==> config.mk <==
export PLATFORM = sky130hd
export DESIGN_NAME = ex_wb_stage
export DESIGN_NICKNAME = d
export VERILOG_FILES = /design/src/rtl/alu_pkg.sv /design/src/rtl/wb_fifo2.sv /design/src/rtl/ex_wb_stage.sv
export SDC_FILE = /design/constraint.sdc
export NUM_CORES = 1
export LEC_CHECK = 0
export CAP_MARGIN = 20
export CORE_MARGIN = 1.5
export CORE_UTILIZATION = 42
export CTS_CLUSTER_SIZE = 8
export DETAILED_ROUTE_END_ITERATION = 10
export PLACE_DENSITY = 0.71
export SKIP_CTS_REPAIR_TIMING = 1
export SYNTH_ARGS = -nofsm -noshare
export SYNTH_HDL_FRONTEND = slang
export SYNTH_SLANG_ARGS = --single-unit
==> constraint.sdc <==
create_clock -name clk -period 4.98 [get_ports clk]
set_input_delay 0.747 -clock clk [delete_from_list [all_inputs] [get_ports clk]]
set_output_delay 0.747 -clock clk [all_outputs]
set_load 0.1 [all_outputs]
==> src/rtl/alu_pkg.sv <==
// Shared ALU definitions: op codes, default widths and the write-back entry record.
package alu_pkg;

    localparam logic [3:0] ALU_MOVI = 4'b0000;
    localparam logic [3:0] ALU_ADD  = 4'b0010;
    localparam logic [3:0] ALU_SUB  = 4'b0110;
    localparam logic [3:0] ALU_MUL  = 4'b1000;
    localparam logic [3:0] ALU_DIV  = 4'b1001;

    localparam int DEF_DATA_W     = 32;
    localparam int DEF_REG_ADDR_W = 5;

    typedef struct packed {
        logic [DEF_DATA_W-1:0]     result;
        logic                      zero;
        logic                      div0;
        logic [DEF_REG_ADDR_W-1:0] rd;
        logic                      reg_write;
        logic                      branch;
    } wb_entry_t;

endpackage

==> src/rtl/wb_fifo2.sv <==
// Two-entry in-order buffer; head is the oldest entry, tail the youngest.
module wb_fifo2
    import alu_pkg::*;
(
    input  logic      clk,
    input  logic      rst_n,
    input  logic      push,
    input  logic      pop,
    input  logic      flush,
    input  wb_entry_t push_entry,
    output wb_entry_t head,
    output wb_entry_t tail,
    output logic [1:0] count
);

    wb_entry_t mem [2];
    logic      wr_ptr;
    logic      rd_ptr;

    // Single-bit pointers wrap naturally; flush empties without touching storage.
    always_ff @(posedge clk or negedge rst_n) begin
        if (!rst_n) begin
            wr_ptr <= 1'b0;
            rd_ptr <= 1'b0;
            count  <= 2'd0;
            mem[0] <= '0;
            mem[1] <= '0;
        end else if (flush) begin
            wr_ptr <= 1'b0;
            rd_ptr <= 1'b0;
            count  <= 2'd0;
        end else begin
            if (push) begin
                mem[wr_ptr] <= push_entry;
                wr_ptr      <= ~wr_ptr;
            end
            if (pop) begin
                rd_ptr <= ~rd_ptr;
            end
            case ({push, pop})
                2'b10:   count <= count + 2'd1;
                2'b01:   count <= count - 2'd1;
                default: count <= count;
            endcase
        end
    end

    assign head = mem[rd_ptr];
    assign tail = mem[~wr_ptr];

endmodule

==> src/rtl/ex_wb_stage.sv <==
// Execute/write-back stage: buffers ALU results and drives register write-back,
// branch-taken pulse, sticky divide-by-zero flag and the forwarding bus.
module ex_wb_stage
    import alu_pkg::*;
#(
    parameter int DATA_W     = DEF_DATA_W,
    parameter int REG_ADDR_W = DEF_REG_ADDR_W
) (
    input  logic                  clk,
    input  logic                  rst_n,
    input  logic                  in_valid,
    output logic                  in_ready,
    input  logic [DATA_W-1:0]     in_result,
    input  logic                  in_zero,
    input  logic [3:0]            in_alu_control,
    input  logic                  in_src2_zero,
    input  logic [REG_ADDR_W-1:0] in_rd,
    input  logic                  in_reg_write,
    input  logic                  in_branch,
    input  logic                  flush,
    input  logic                  err_clear,
    input  logic                  wb_ready,
    output logic                  wb_we,
    output logic [REG_ADDR_W-1:0] wb_addr,
    output logic [DATA_W-1:0]     wb_data,
    output logic                  branch_taken,
    output logic                  div_zero_err,
    output logic                  fwd_valid,
    output logic [REG_ADDR_W-1:0] fwd_rd,
    output logic [DATA_W-1:0]     fwd_data,
    output logic [1:0]            count
);

    wb_entry_t new_entry;
    wb_entry_t head;
    wb_entry_t tail;
    logic      push;
    logic      pop;
    logic      not_empty;

    assign not_empty = (count != 2'd0);
    assign in_ready  = (count != 2'd2);
    assign push      = in_valid && in_ready && !flush;
    assign pop       = not_empty && wb_ready && !flush;

    always_comb begin
        new_entry           = '0;
        new_entry.result    = in_result;
        new_entry.zero      = in_zero;
        new_entry.div0      = (in_alu_control == ALU_DIV) && in_src2_zero;
        new_entry.rd        = in_rd;
        new_entry.reg_write = in_reg_write;
        new_entry.branch    = in_branch;
    end

    wb_fifo2 u_fifo (
        .clk        (clk),
        .rst_n      (rst_n),
        .push       (push),
        .pop        (pop),
        .flush      (flush),
        .push_entry (new_entry),
        .head       (head),
        .tail       (tail),
        .count      (count)
    );

    // A divide-by-zero result is never written, and x0 is never written.
    assign wb_we        = pop && head.reg_write && (head.rd != '0) && !head.div0;
    assign wb_addr      = not_empty ? head.rd : '0;
    assign wb_data      = not_empty ? head.result : '0;
    assign branch_taken = pop && head.branch && head.zero;

    assign fwd_valid = not_empty && tail.reg_write && (tail.rd != '0) && !tail.div0;
    assign fwd_rd    = fwd_valid ? tail.rd : '0;
    assign fwd_data  = fwd_valid ? tail.result : '0;

    // Setting wins over a same-cycle clear so no error is ever lost.
    always_ff @(posedge clk or negedge rst_n) begin
        if (!rst_n) begin
            div_zero_err <= 1'b0;
        end else if (pop && head.div0) begin
            div_zero_err <= 1'b1;
        end else if (err_clear) begin
            div_zero_err <= 1'b0;
        end
    end

endmodule

==> results of run 1 <==
## through the flow
stage,cells,hold slack (ns),util,power (mW),setup TNS (ns)
floorplan,394,0.451,-,1.89,-8.66
global placement,642,0.484,0.556,2.15,0
detailed placement,642,0.496,0.556,2.17,0
CTS,658,0.438,0.582,2.84,0
global route,658,0.461,0.582,2.95,0
finish,658,0.414,0.582,2.81,0
## metal layers
layer	global-route usage	wire length, um
met4	0.0640	191
met1	0.255	5130
met2	0.352	5940
met5	0	0
met3	0.0279	513
## final cells by class
class,instances,share of cell area
Clock buffer,13,0.0393
Tap cell,140,0.0275
Inverter,4,0.00236
Multi-Input combinational cell,270,0.376
Clock inverter,3,0.00668
Sequential cell,87,0.342
Timing Repair Buffer,141,0.206
## cell families (layout without fill, tap and decap cells)
family          Yosys count  in the layout  share of synthesized area
mux                     158            158                      0.354
simple gates             99             99                      0.122
flops                    87             87                      0.458
buf+inv                  37            161                     0.0495
compound gates           12             12                     0.0145
xor+xnor                  1              1                    0.00184
## synthesized netlist by cell type (all sizes together)
master	number
a21o	1
a21oi	5
a31oi	1
and3b	1
buf	27
clkbuf	6
dfrtp	87
inv	4
mux2	82
mux2i	76
nand3	1
nand3b	2
nand4b	2
nor2	45
nor2b	1
nor3	2
nor3b	4
nor4	35
nor4b	1
o211ai	1
o21ai	2
o22ai	2
or2	2
or3	2
or4	1
xor2	1
## report_power, final
group	leakage, nW	switching (mW)	internal (mW)
Clock	0.140	0.253	0.402
Combinational	1.35	0.760	0.379
Sequential	1.04	0.146	0.874
Total	2.53	1.16	1.66
## flip-flops by register name, indices dropped and copies added, names as in the netlist
name,flops
div_zero_err,1
u_fifo.rd_ptr,1
u_fifo.count,2
u_fifo.wr_ptr,1
u_fifo.mem,82
## path summary, 6_finish.rpt
check / to / slack (ns) / depth (start not counted)
max in group asynchronous: u_fifo.wr_ptr / 3.58 / 2
max reg2reg: u_fifo.mem[37] / 2.07 / 4
min: u_fifo.mem[59] / 0.41 / 1
max: fwd_data[7] / 0.94 / 4
min in group clk: u_fifo.mem[8] / 0.51 / 1
min reg2reg: u_fifo.mem[8] / 0.51 / 1
## worst max-delay path, stage by stage (launching register included)
cell and delay, ns:
dfrtp_2 0.58, nor3b_1 0.40, o22ai_4 0.29, nor4_1 0.47, clkdlybuf4s50_1 1.22
## cells in the final DEF (no fill, tap or decap), types with 2 or more instances in the layout
master	count
nor4_1	29
or2_2	2
buf_4	40
inv_2	2
a21oi_1	5
dfrtp_2	2
nor3b_1	4
inv_1	2
o21ai_0	2
dfrtp_1	85
mux2_1	22
nor4_2	5
clkbuf_1	3
clkdlybuf4s50_1	101
mux2_2	60
nand3b_1	2
mux2i_1	76
or3_1	2
nor2_1	44
clkbuf_16	9
==> summary.txt, run 1 <==
Yosys
  – Synth top area cells: dfrtp_1 (46%), mux2i_1 (16%), mux2_2 (14%)
  – Post-synth top area share: 0.458
  – Yosys warns: 0
  – Cell Area, Synth: approximately 4800 um^2
  – #FFs+latches synth: 87
  – Netlist cell types: 34
  – Syn Nets: around 450
  – Cells after Synth: around 400
  – Syn avg cell area: approximately 12 um^2
  – Seq/Total Area, Yosys: 0.458
  – Area leader, netlist: dfrtp_1

Hold path
  – HP Class: in -> async

Clocking
  – CTS buffer count: 9
  – CTS tree: done
  – CTS root buf: clkbuf_16
  – CTS H-Tree Depth: 3
  – Longest Clk Path Bufs: 2
  – # clock sinks: 87
  – Clk_lat worst skew: about 0.32 ns
  – Clk slew on worst S/H paths: approximately 0.06 ns

Route
  – First-pass DRT Iterations: 4
  – WL per Instance: roughly 18 um
  – Avg Vias per Cell: approximately 5.4
  – Via count: around 3600
  – Final WL: roughly 12000 um
  – DRC: 0
  – Drt first-iter violations: ~140
  – Final ANT Viol Nets: 0

Die
  – # IOs: 132
  – Cell Rows: 38
  – Die width: roughly 110 um
  – Initial Utilization: 0.435
  – Die area: around 12000 um^2
  – Die height: roughly 110 um
  – Core Box Area: 10900 um^2

Global route
  – GRT Residual Overflow: 0
  – Largest net degree at the start of global routing: 46
  – Vias in the first global route: approximately 3600
  – All-layer global routing usage: 0.201
  – First-pass GRT wire length: about 19000 um
  – Antenna violations before repair: 0

Run
  – Max_cap viols: 0

Critical path
  – Crit path required time: 4.23 ns
  – CP max FO: 20
  – Worst EP arrival: 3.29 ns
  – Crit path from: u_fifo.wr_ptr
  – WS Path Type: reg -> out
  – Worst r2r src: u_fifo.wr_ptr
  – Crit end category: output pin
  – Worst setup SP type: flop

STA
  – Worst rel slew slack: 0.344
  – Finish-stage setup viols: 0
  – Tmin final: 4.04 ns
  – Final Hold Vio Count: 0
  – Worst Tran Pin Value: between 0.9 and 1 ns
  – Clk_skew: about 0.0052 ns
  – Final Cycle Share: 0.811
  – Fin. max-slew vios: 0
  – Worst setup margin: between 0.9 and 1 ns
  – RSZ-0062 raised after global routing: false
  – Fmax: about 250 MHz

Power and ir drop
  – Cell Pwr Density: ~440 nW/um^2
  – IR drop worst, VDD: 0.245 mV
  – Leakage: ~2.5 nW

Placed design
  – Dpl ws: approximately 1.3 ns
  – Cell area after placement: between 6000 and 7000 um^2
  – Placer congestion estimate: slightly below 0.8
  – Detailed Place HPWL: around 8000 um
  – Port bufs: 131

Outcome
  – Outcome: complete, no violations

Cells and area
  – Synth-to-layout area growth: 33.9%
  – Post-Layout Inst Area: 6370 um^2
  – Fraction of layout instances using a drive strength above 1: 0.255
  – Inserted Diodes: 0
  – Fill count: around 940
  – Register area: 2180 um^2
  – Nets@finish: around 560
  – Multi-input gate area: approximately 2400 um^2
Power figures use the tool's default switching activity.
==> run 2: changes to the inputs <==
clock period = 4.1 ns   (was 4.98 ns; I/O delays follow)
==> summary.txt, run 2 (synthesis results as in run 1) <==
Die
  – Core Box Area: around 11000 um^2
  – Die area: approximately 12000 um^2
  – # IOs: approximately 130
  – Cell Rows: 38
  – Die height: about 110 um
  – Die width: 109 um
  – Initial Utilization: 0.435

Route
  – First-pass DRT Iterations: 4
  – Drt first-iter violations: 98
  – Via count: 3590
  – Avg Vias per Cell: around 5.4
  – DRC: 0
  – Final WL: ~12000 um
  – WL per Instance: about 18 um
  – Final ANT Viol Nets: 0

STA
  – Worst setup margin: roughly 0.83 ns
  – Worst rel slew slack: 0.350
  – Worst Tran Pin Value: around 0.97 ns
  – RSZ-0062 raised after global routing: false
  – Hold slack: just over 0.3 ns
  – Clk_skew: slightly above 0.005 ns
  – Final Hold Vio Count: 0
  – Tmin final: between 3 and 4 ns
  – Finish-stage setup viols: 0
  – Final Cycle Share: 0.799
  – Fmax: 305 MHz
  – Fin. max-slew vios: 0

Hold path
  – HP Class: in -> async

Critical path
  – Worst setup SP type: flop
  – Crit path from: u_fifo.wr_ptr
  – Crit end category: output pin
  – R2r endpoint: u_fifo.mem[6]
  – WS Path Type: reg -> out
  – CP max FO: 20
  – Crit path required time: 3.48 ns
  – Worst r2r src: u_fifo.wr_ptr
  – Worst Setup EP: fwd_data[1]
  – Worst EP arrival: 2.66 ns
  – Worst R2R Path Depth: 4
  – Flop2flop setup slack: between 1 and 1.5 ns

Clocking
  – CTS tree: done
  – # clock sinks: 87
  – CTS H-Tree Depth: 3
  – Clk_lat worst skew: about 0.33 ns
  – Longest Clk Path Bufs: 2
  – Clk slew on worst S/H paths: about 0.060 ns
  – CTS buffer count: 9
  – CTS root buf: clkbuf_16

Outcome
  – Outcome: complete, no violations

Run
  – Max_cap viols: 0

Global route
  – Antenna violations before repair: 0
  – Vias in the first global route: ~3700
  – GRT Residual Overflow: 0
  – All-layer global routing usage: 0.208
  – First-pass GRT wire length: around 19000 um
  – Largest net degree at the start of global routing: 57

Cells and area
  – Synth-to-layout area growth: 33.4%
  – Post-Layout Cell Count: 662
  – Max reg flops: 82
  – Largest Register: u_fifo.mem
  – Most common cell after layout, fill and taps aside: dfrtp_1
  – Fraction of layout instances using a drive strength above 1: 0.335
  – Fill count: approximately 950
  – Inserted Diodes: 0
  – Nets@finish: roughly 570
  – Utilization after layout: 0.580
  – Commonest cells after routing, fill and taps aside: dfrtp_1 (85), buf_4 (79), mux2i_1 (76)
  – Post-Layout Inst Area: between 6000 and 7000 um^2
  – Largest regs: u_fifo.mem (82), u_fifo.count (2)

Placed design
  – Detailed Place HPWL: 8200 um
  – Cell area after placement: ~6000 um^2
  – Placer congestion estimate: roughly 0.8
  – Cells after DPL: around 650
  – Dpl ws: around 1 ns
  – Port bufs: approximately 130

Power and ir drop
  – Cell Pwr Density: 543 nW/um^2
  – IR drop worst, VDD: between 0.2 and 0.25 mV
  – Leakage: between 2 and 3 nW
[run 2: per-stage QoR]
step                TNS, ns  total power [mW]
detailed placement        0              2.64
finish                    0              3.45
global route              0              3.61
floorplan            -29.60              2.29
CTS                       0              3.47
global placement          0              2.61
[run 2: worst min-delay path by stage]
| stage | end | slack [ns] |
|---|---|---|
| 2_1_floorplan | div_zero_err | 0.32 |
| 3_3_place_gp | u_fifo.mem[41] | 0.48 |
| 3_5_place_dp | u_fifo.mem[42] | 0.50 |
| 4_1_cts | u_fifo.mem[58] | 0.34 |
| 5_1_grt | u_fifo.mem[57] | 0.37 |
| 6_report | u_fifo.mem[57] | 0.31 |
[run 2: routing by layer]
metal / vias up / global-route usage / routed length, um
met5: - / 0 / 0
met2: 101 / 0.365 / 5890
met4: 0 / 0.0798 / 244
li1: 1684 / - / -
met1: 1787 / 0.257 / 5030
met3: 18 / 0.0308 / 580
[run 2: worst max-delay path: stages, from the launching register on]
cell     delay [ns]
dfrtp_2        0.62
nor3b_1        0.40
o22ai_4        0.27
buf_12         0.24
nor4_1         0.42
buf_4          0.37
[run 2: power by group]
group	internal (mW)	total (mW)	leakage [nW]	switching (mW)
registers	1.06	1.24	1.04	0.175
clock network	0.506	0.828	0.149	0.322
logic	0.454	1.38	1.44	0.926
[run 2: cell type report]
| cell class | instances | area, um^2 | share of cell area |
|---|---|---|---|
| clock buffer | 12 | 256 | 0.0404 |
| clock inverter | 4 | 51.3 | 0.00809 |
| inverter | 4 | 15.0 | 0.00237 |
| multi-input combinational | 270 | 2400 | 0.378 |
| sequential | 87 | 2180 | 0.344 |
| tap | 140 | 175 | 0.0276 |
| timing repair buffer | 145 | 1260 | 0.199 |
==> run 3: changes to the inputs <==
clock period = 3.3 ns   (was 4.1 ns; I/O delays follow)
==> summary.txt, run 3 (synthesis results as in run 1) <==
Die
  – Initial Utilization: 0.435
  – Die height: ~110 um
  – Die width: around 110 um
  – Die area: 12000 um^2
  – # IOs: between 100 and 150
  – Core Box Area: ~11000 um^2
  – Cell Rows: 38

Route
  – Drt first-iter violations: between 100 and 150
  – First-pass DRT Iterations: 4
  – Final WL: 12400 um
  – Via count: between 3000 and 4000
  – Final ANT Viol Nets: 0
  – Avg Vias per Cell: between 5 and 6
  – DRC: 0
  – WL per Instance: about 19 um

Outcome
  – Outcome: complete, no violations

Power and ir drop
  – Leakage: approximately 2.8 nW
  – Power share of the clock group: 0.227
  – P_sw: approximately 1.9 mW
  – Sw Ratio: 0.423
  – Cell Pwr Density: around 630 nW/um^2
  – Flop pwr share: 0.337
  – IR drop worst, VDD: about 0.43 mV
  – Combinational power share: 0.435
  – Cell internal pwr: 2.63 mW

Critical path
  – R2r endpoint: u_fifo.mem[69]
  – Flop2flop setup slack: around 1.4 ns
  – CP max FO: 16
  – Crit-path slowest cell: dfrtp_2
  – Crit end category: output pin
  – Slowest stage delay, CP: 0.42 ns
  – Worst r2r src: u_fifo.wr_ptr
  – CP most frequent cell: buf_4
  – Crit path required time: 2.80 ns
  – Worst R2R Path Depth: 4
  – Worst setup SP type: flop
  – Crit path cell chain: nor3b_1 -> o22ai_4 -> buf_4 -> nor4_2 -> buf_4
  – Worst EP arrival: between 2 and 2.5 ns
  – WS Path Type: reg -> out

STA
  – Setup TNS: 0 ns
  – RSZ-0062 raised after global routing: false
  – Worst Tran Pin Value: a little under 1 ns
  – Finish-stage setup viols: 0
  – Final Hold Vio Count: 0
  – Hold slack: ~0.16 ns
  – Clk_skew: 0.00866 ns
  – Fin. max-slew vios: 0
  – Fmax: 350 MHz
  – Final Cycle Share: 0.866
  – Tmin final: roughly 2.9 ns
  – Worst rel slew slack: 0.350

Clocking
  – CTS root buf: clkbuf_16
  – Longest Clk Path Bufs: 2
  – Clk_lat worst skew: 0.34 ns
  – Clk slew on worst S/H paths: around 0.060 ns
  – CTS tree: done
  – # clock sinks: 87
  – CTS H-Tree Depth: 3
  – CTS buffer count: 9

Global route
  – All-layer global routing usage: 0.222
  – GRT Residual Overflow: 0
  – Antenna violations before repair: 0
  – Largest net degree at the start of global routing: 47
  – Vias in the first global route: between 3000 and 4000
  – First-pass GRT wire length: about 20000 um

Placed design
  – Port bufs: between 100 and 150
  – Cell area after placement: 6890 um^2
  – Placer congestion estimate: around 0.77
  – Detailed Place HPWL: ~8500 um

Cells and area
  – Synth-to-layout area growth: 51.5%
  – Largest Register: u_fifo.mem
  – Largest regs: u_fifo.mem (82), u_fifo.count (2)
  – Fraction of layout instances using a drive strength above 1: 0.484
  – Fill count: 845
  – Inserted Diodes: 0
  – Post-Layout Inst Area: just over 7000 um^2
  – Max reg flops: 82
  – Commonest cells after routing, fill and taps aside: dfrtp_1 (84), mux2i_1 (76), buf_4 (65)
  – Nets@finish: 571
  – Most common cell after layout, fill and taps aside: dfrtp_1

Hold path
  – HP Class: in -> async

Run
  – Max_cap viols: 0
==> run 3: changes by cell type in the layout (fill, tap and decap cells not counted), moves of 15 or more <==
cell,before,now
nor2_1,44,14
buf_12,1,33
nor2_2,0,30
clkdlybuf4s50_1,65,50
nor4_4,1,26
nor4_1,29,1
==> run 3: final cells by class <==
type,count,area [um^2],share of cell area
multi-input combinational,270,2870,0.399
sequential,87,2180,0.303
tap,140,175,0.0243
clock inverter,5,56.3,0.00782
timing repair buffer,148,1650,0.229
inverter,4,15.0,0.00208
clock buffer,11,253,0.0351
==> run 3: critical path, delay by kind of cell, from the launching register on <==
kind | cells | cell delay, ns
compound gates | 1 | 0.18
flops | 1 | 0.42
buf+inv | 2 | 0.65
simple gates | 2 | 0.76
==> run 3: metal layers <==
metal  GRT usage  vias up  routed length, um  part of all wire
li1            -     1685                  -                 -
met1       0.268     1856               5320              0.43
met2       0.400       77               6460              0.52
met3      0.0409       14                467             0.038
met4      0.0649        0                201             0.016
met5           0        -                  0                 0
==> run 3: power by group through the flow <==
stage	clock, mW	sequential [mW]	combinational [mW]
detailed placement	0	1.55	2.00
finish	1.03	1.54	1.99
global route	1.10	1.58	2.08
floorplan	0	1.49	1.53
CTS	1.05	1.53	2.00
global placement	0	1.53	1.98
==> run 3: stage by stage <==
| stage | power, mW | std cells | util | worst slack, ns |
|---|---|---|---|---|
| floorplan | 3.02 | 394 | - | -0.503 |
| global placement | 3.51 | 649 | 0.630 | 0.665 |
| detailed placement | 3.55 | 649 | 0.630 | 0.663 |
| CTS | 4.59 | 665 | 0.659 | 0.393 |
| global route | 4.76 | 665 | 0.659 | 0.307 |
| finish | 4.56 | 665 | 0.659 | 0.441 |
==> run 3: worst max path at each step <==
stage	start	to	slack, ns	cells past startpoint
CTS	u_fifo.wr_ptr	fwd_data[28]	0.39	5
floorplan	u_fifo.count[1]	fwd_data[27]	-0.50	4
global route	u_fifo.wr_ptr	fwd_data[28]	0.31	5
detailed placement	wb_ready	wb_we	0.66	5
global placement	wb_ready	wb_we	0.66	5
finish	u_fifo.wr_ptr	fwd_data[28]	0.44	5
